--- src/rtl/wb_mem_arb.sv ---
`default_nettype none
// ============================================================================
// Module   : wb_mem_arb
// Purpose  : Three-master Wishbone arbiter in front of the single QSPI memory
//            slave. It provides registered grant locking, round-robin or fixed
//            priority selection, and a bus timeout with a sticky error flag.
// Revision : 1.0 - initial release
// ============================================================================
module wb_mem_arb #(
  parameter int PRIO_RR = 1,
  parameter int TIMEOUT = 255,
  parameter int TOW     = $clog2(TIMEOUT + 1)
) (
  input  logic        clk_i,
  input  logic        rst_i,
  // M0: instruction fetch (read-only)
  input  logic        m0_stb_i,
  input  logic [31:0] m0_adr_i,
  output logic [31:0] m0_dat_o,
  output logic        m0_ack_o,
  output logic        m0_err_o,
  // M1: CPU data port
  input  logic        m1_stb_i,
  input  logic        m1_we_i,
  input  logic [3:0]  m1_be_i,
  input  logic [31:0] m1_adr_i,
  input  logic [31:0] m1_dat_i,
  output logic [31:0] m1_dat_o,
  output logic        m1_ack_o,
  output logic        m1_err_o,
  // M2: auxiliary master
  input  logic        m2_stb_i,
  input  logic        m2_we_i,
  input  logic [3:0]  m2_be_i,
  input  logic [31:0] m2_adr_i,
  input  logic [31:0] m2_dat_i,
  output logic [31:0] m2_dat_o,
  output logic        m2_ack_o,
  output logic        m2_err_o,
  // Slave side
  output logic        s_stb_o,
  output logic        s_we_o,
  output logic [3:0]  s_be_o,
  output logic [31:0] s_adr_o,
  output logic [31:0] s_dat_o,
  input  logic [31:0] s_dat_i,
  input  logic        s_ack_i,
  // Status
  output logic [1:0]  gnt_o,
  output logic        busy_o,
  output logic        to_err_o,
  input  logic        clr_err_i
);

  typedef enum logic [0:0] {
    S_IDLE = 1'b0,
    S_BUSY = 1'b1
  } state_t;

  state_t      r_state;
  logic [1:0]  r_gnt;
  logic [1:0]  r_last;
  logic        r_to_err;

  logic [2:0]  w_req;
  logic        w_any;
  logic [1:0]  w_win;
  logic [1:0]  w_p0, w_p1, w_p2;
  logic        w_busy;
  logic        w_gstb;
  logic        w_gwe;
  logic [3:0]  w_gbe;
  logic [31:0] w_gadr;
  logic [31:0] w_gdat;
  logic        w_ack;
  logic        w_to;

  assign w_req  = {m2_stb_i, m1_stb_i, m0_stb_i};
  assign w_any  = |w_req;
  assign w_busy = (r_state == S_BUSY);

  // Winner selection: search order starts after the last completed grant
  // (round-robin) or follows the fixed ranking M1 > M0 > M2.
  always_comb begin
    w_win = 2'd0;
    w_p0  = 2'd0;
    w_p1  = 2'd1;
    w_p2  = 2'd2;
    case (r_last)
      2'd0:    begin w_p0 = 2'd1; w_p1 = 2'd2; w_p2 = 2'd0; end
      2'd1:    begin w_p0 = 2'd2; w_p1 = 2'd0; w_p2 = 2'd1; end
      default: begin w_p0 = 2'd0; w_p1 = 2'd1; w_p2 = 2'd2; end
    endcase
    if (PRIO_RR != 0) begin
      // Later assignments override earlier ones, so w_p0 has highest rank.
      if (w_req[w_p2]) w_win = w_p2;
      if (w_req[w_p1]) w_win = w_p1;
      if (w_req[w_p0]) w_win = w_p0;
    end else begin
      if (w_req[2]) w_win = 2'd2;
      if (w_req[0]) w_win = 2'd0;
      if (w_req[1]) w_win = 2'd1;
    end
  end

  // Route the granted master's request; the fetch port is a full-word read.
  always_comb begin
    case (r_gnt)
      2'd0: begin
        w_gstb = m0_stb_i; w_gwe = 1'b0;    w_gbe = 4'hF;
        w_gadr = m0_adr_i; w_gdat = 32'd0;
      end
      2'd1: begin
        w_gstb = m1_stb_i; w_gwe = m1_we_i; w_gbe = m1_be_i;
        w_gadr = m1_adr_i; w_gdat = m1_dat_i;
      end
      default: begin
        w_gstb = m2_stb_i; w_gwe = m2_we_i; w_gbe = m2_be_i;
        w_gadr = m2_adr_i; w_gdat = m2_dat_i;
      end
    endcase
  end

  // Slave outputs are quiet outside BUSY so a dropped stb aborts immediately.
  assign s_stb_o = w_busy & w_gstb;
  assign s_we_o  = w_busy & w_gwe;
  assign s_be_o  = w_busy ? w_gbe  : 4'h0;
  assign s_adr_o = w_busy ? w_gadr : 32'd0;
  assign s_dat_o = w_busy ? w_gdat : 32'd0;

  // An ack counts only while the granted master still holds stb.
  assign w_ack = w_busy & w_gstb & s_ack_i;

  generate
    if (TIMEOUT > 0) begin : g_timeout
      logic [TOW-1:0] r_cnt;
      // Count BUSY cycles without ack; restarts from zero on every grant.
      always_ff @(posedge clk_i) begin
        if (rst_i || !w_busy) begin
          r_cnt <= '0;
        end else if (!s_ack_i && (r_cnt != TOW'(TIMEOUT - 1))) begin
          r_cnt <= r_cnt + TOW'(1);
        end
      end
      assign w_to = w_busy & w_gstb & ~s_ack_i & (r_cnt == TOW'(TIMEOUT - 1));
    end else begin : g_no_timeout
      assign w_to = 1'b0;
    end
  endgenerate

  // Grant FSM with the sticky timeout flag; every transaction ends in IDLE,
  // which inserts the one-cycle bubble before the next grant.
  always_ff @(posedge clk_i) begin
    if (rst_i) begin
      r_state  <= S_IDLE;
      r_gnt    <= 2'd0;
      r_last   <= 2'd2;
      r_to_err <= 1'b0;
    end else begin
      if (w_to) begin
        r_to_err <= 1'b1;
      end else if (clr_err_i) begin
        r_to_err <= 1'b0;
      end
      case (r_state)
        S_IDLE: begin
          if (w_any) begin
            r_gnt   <= w_win;
            r_state <= S_BUSY;
          end
        end
        default: begin
          if (!w_gstb) begin
            r_state <= S_IDLE;
          end else if (s_ack_i || w_to) begin
            r_last  <= r_gnt;
            r_state <= S_IDLE;
          end
        end
      endcase
    end
  end

  assign m0_dat_o = s_dat_i;
  assign m1_dat_o = s_dat_i;
  assign m2_dat_o = s_dat_i;
  assign m0_ack_o = w_ack & (r_gnt == 2'd0);
  assign m1_ack_o = w_ack & (r_gnt == 2'd1);
  assign m2_ack_o = w_ack & (r_gnt == 2'd2);
  assign m0_err_o = w_to  & (r_gnt == 2'd0);
  assign m1_err_o = w_to  & (r_gnt == 2'd1);
  assign m2_err_o = w_to  & (r_gnt == 2'd2);

  assign gnt_o    = r_gnt;
  assign busy_o   = w_busy;
  assign to_err_o = r_to_err;

endmodule
`default_nettype wire

--- config.mk ---
export PLATFORM = sky130hd
export DESIGN_NAME = wb_mem_arb
export DESIGN_NICKNAME = d
export VERILOG_FILES = /design/src/rtl/wb_mem_arb.sv
export SDC_FILE = /design/constraint.sdc
export NUM_CORES = 1
export LEC_CHECK = 0
export CAP_MARGIN = 15
export CORE_AREA = 3 3 149 151
export CTS_CLUSTER_DIAMETER = 120
export DETAILED_ROUTE_END_ITERATION = 7
export DIE_AREA = 0 0 152 154
export GPL_TIMING_DRIVEN = 0
export PLACE_DENSITY_LB_ADDON = 0.08
export SLEW_MARGIN = 20
export SYNTH_ARGS = -nofsm -noshare
export SYNTH_HDL_FRONTEND = slang
export SYNTH_SLANG_ARGS = --single-unit
--- constraint.sdc ---
create_clock -name clk_i -period 2.9 [get_ports clk_i]
set_input_delay 0.58 -clock clk_i [delete_from_list [all_inputs] [get_ports clk_i]]
set_output_delay 0.58 -clock clk_i [all_outputs]
set_load 0.03 [all_outputs]
==> results.md <==
- Fmax: 366 MHz
- Post-place setup slack: -555 ps
- CTS Buf Count: 3
- Worst-path clk slew: 50 ps
- Vias in the first global route: 4208
- Largest net degree at the start of global routing: 11
- Vias/cell: 3.92
- Least-Margin Pin Slew: 607 ps
- Max-cap violation count: 0
- Sw frac: 40.5%
- Pwr per Cell Area: 248 nW/µm²
- CP startpoint kind: flip-flop
- DRT antenna net count: 0
- Initial drt markers: 163
- Fraction of layout cells with a size suffix above 1: 17.3%
- Setup WS post-layout: 167 ps
- Final min period: 2730 ps
- Antenna violations before repair: 3
- Final Hold Viols: 0
- Min-delay src: to_err_o
- Max Transition Viols Final: 0
- Initial core utilization: 13.2%
- Cell variety after synth: 32
- Syn Area/Cell: 6.61 µm²
- Chip Height: 154 µm
- Remaining global-route overflow: 0
- Clock Path Buffers: 2
- Syn_nets: 628
- Yosys reg bits: 14
- Worst setup path start: gnt_o[1]
- RSZ-0062 raised after global routing: false
- Clk pwr share: 17.6%
- Seq pwr share: 12.4%
- Outcome: completed
- FFs w/ async S/R, synth: 0%
- Crit end category: output pin
- CP required: 2320 ps
- Die ar.: 23400 µm²
- R2r startpoint: g_timeout.r_cnt[0]
- Drt drc: 0
- Critical setup path kind: reg -> out
- Final core area utilization: 31.8%
- Clock Tree Root: clkbuf_16
- Max VDD drop: 0.147 mV
- Hpwl dp: 16.2 mm
- Total Wirelength: 18.5 mm
- Routability-driven placement congestion ratio: 0.814
- Switching Power: 670 µW
- PortBufs: 351
- Placed cell area: 6620 µm²
- Num ports: 385
- Clock skew: 3.87 ps
- Internal: 983 µW
- Clock sink count: 14
- Yosys warns: 0
- Die W: 152 µm
- Fill cells: 2248
- Detailed-router iteration count before antenna repair: 4
- GRT Total Usage: 14.5%
- H-tree level count: 1
- Syn-to-layout area delta: 142%
- Layout Nets: 987
- Clock latency on the worst-skew pair: 240 ps
- Post-Place Cells: 1043
- Critical path arrival: 2150 ps
- Finished layout cell area: 6670 µm²
- Commonest non-fill, non-tap cells in the layout: clkdlybuf4s50_1 (274), nor2_1 (118), buf_4 (104), dlygate4sd2_1 (67), a21oi_1 (37)
- Fin crit share: 94.2%
- Setup violators final: 0
- Final non-filler cell total: 1051
- WL per Instance: 17.6 µm
- Cell Area, Synth: 2760 µm²
- Worst hold-check path type: reg -> reg
- Commonest non-fill, non-tap cell in the layout: clkdlybuf4s50_1
- CP Max Fanout: 6
- Site Rows: 53
- Vias: 4116
- TritonCTS clock tree: yes
- First-pass GRT wire length: 26.5 mm
- Top_reg_cell synth: dfxtp_1
- Leak: 0.00291 µW
- Post-synthesis sequential area ratio: 10.2%
- Rel. slew slack: 59.5%
- Gate Count Post-Synth: 417
- Placeable Area: 21000 µm²
- Fraction of power consumed by combinational cells: 70.0%
- EDFF count, synth: 0
[metrics by stage]
| stage | hold slack [ps] | total power (µW) | setup TNS, ps |
|---|---|---|---|
| 2_1_floorplan | 462 | 820 | 0 |
| 3_3_place_gp | 464 | 1410 | -15570 |
| 3_5_place_dp | 466 | 1410 | -15730 |
| 4_1_cts | 474 | 1670 | 0 |
| 5_1_grt | 490 | 1760 | 0 |
| 6_report | 471 | 1650 | 0 |
[kinds of logic after synthesis]
logic type | count (synthesis) | synth area share (%)
muxes | 35 | 12.7
and+or+nand+nor | 142 | 21.6
DFF | 14 | 10.2
adders and majority gates | 2 | 0.907
AOI/OAI and AO/OA | 85 | 20.7
buffers and inverters | 133 | 32.0
xor gates and xnor gates | 6 | 1.91
[routing by layer]
metal / track usage (%) / vias up / routed length (µm)
met3: 3.69 / 14 / 1250
met1: 15.3 / 1875 / 6690
met5: 0 / - / 18
met4: 2.27 / 4 / 187
li1: - / 2026 / -
met2: 28.9 / 197 / 10300
[state kept, by name, indices dropped and copies added, names as in the netlist]
signal and cells:
busy_o 1, g_timeout.r_cnt 8, gnt_o 2, r_last 2, to_err_o 1
[worst max-delay path: stages, from the launching register on]
cell and delay [ps]:
dfxtp_1 330, clkbuf_1 250, inv_1 220, nand2_1 230, o22ai_1 110, nor2_1 90
clkdlybuf4s50_1 680
[power by group through the flow]
| stage | registers [µW] | logic (µW) | clock network, µW |
|---|---|---|---|
| 3_3_place_gp | 209 | 1200 | 0 |
| 5_1_grt | 206 | 1240 | 313 |
| 3_5_place_dp | 209 | 1200 | 0 |
| 6_report | 205 | 1160 | 291 |
| 2_1_floorplan | 213 | 607 | 0 |
| 4_1_cts | 205 | 1170 | 295 |
[Yosys cell counts (all sizes together) (4+ instances only)]
library cell,count,area [µm²]
clkbuf,19,71.3
xnor2,6,52.6
dfxtp,14,280
buf,108,788
nand2b,5,31.3
nor2b,4,27.5
a22oi,33,248
mux2i,35,350
a211oi,5,50.1
inv,6,22.5
a21oi,38,194
nor2,118,443
o22ai,6,37.5
[cell type report]
cell class	instances	area [µm²]	area share, %
antenna	1	2.50	0.0375
buffer	127	880	13.2
clock buffer	4	88.8	1.33
inverter	6	22.5	0.338
multi-input combinational	270	1600	24.0
sequential	14	280	4.20
tap	275	344	5.16
timing repair buffer	354	3450	51.8
[path summary, 6_finish.rpt]
kind / slack (ps) / endpoint / cells past startpoint
setup reg to reg: 1130 / g_timeout.r_cnt[7] / 7
setup / recovery: 170 / s_be_o[0] / 6
hold reg to reg: 470 / to_err_o / 2
hold / removal: 470 / to_err_o / 2
[repair_timing]
item / in CTS / in global routing
hold buffers: 0 / 0
pin swaps: 2 / 3
resized for setup: 102 / 8
buffers inserted: 2 / 1
setup endpoints to repair: 76 / 9
Note: power is estimated with default switching activity, not from simulation.
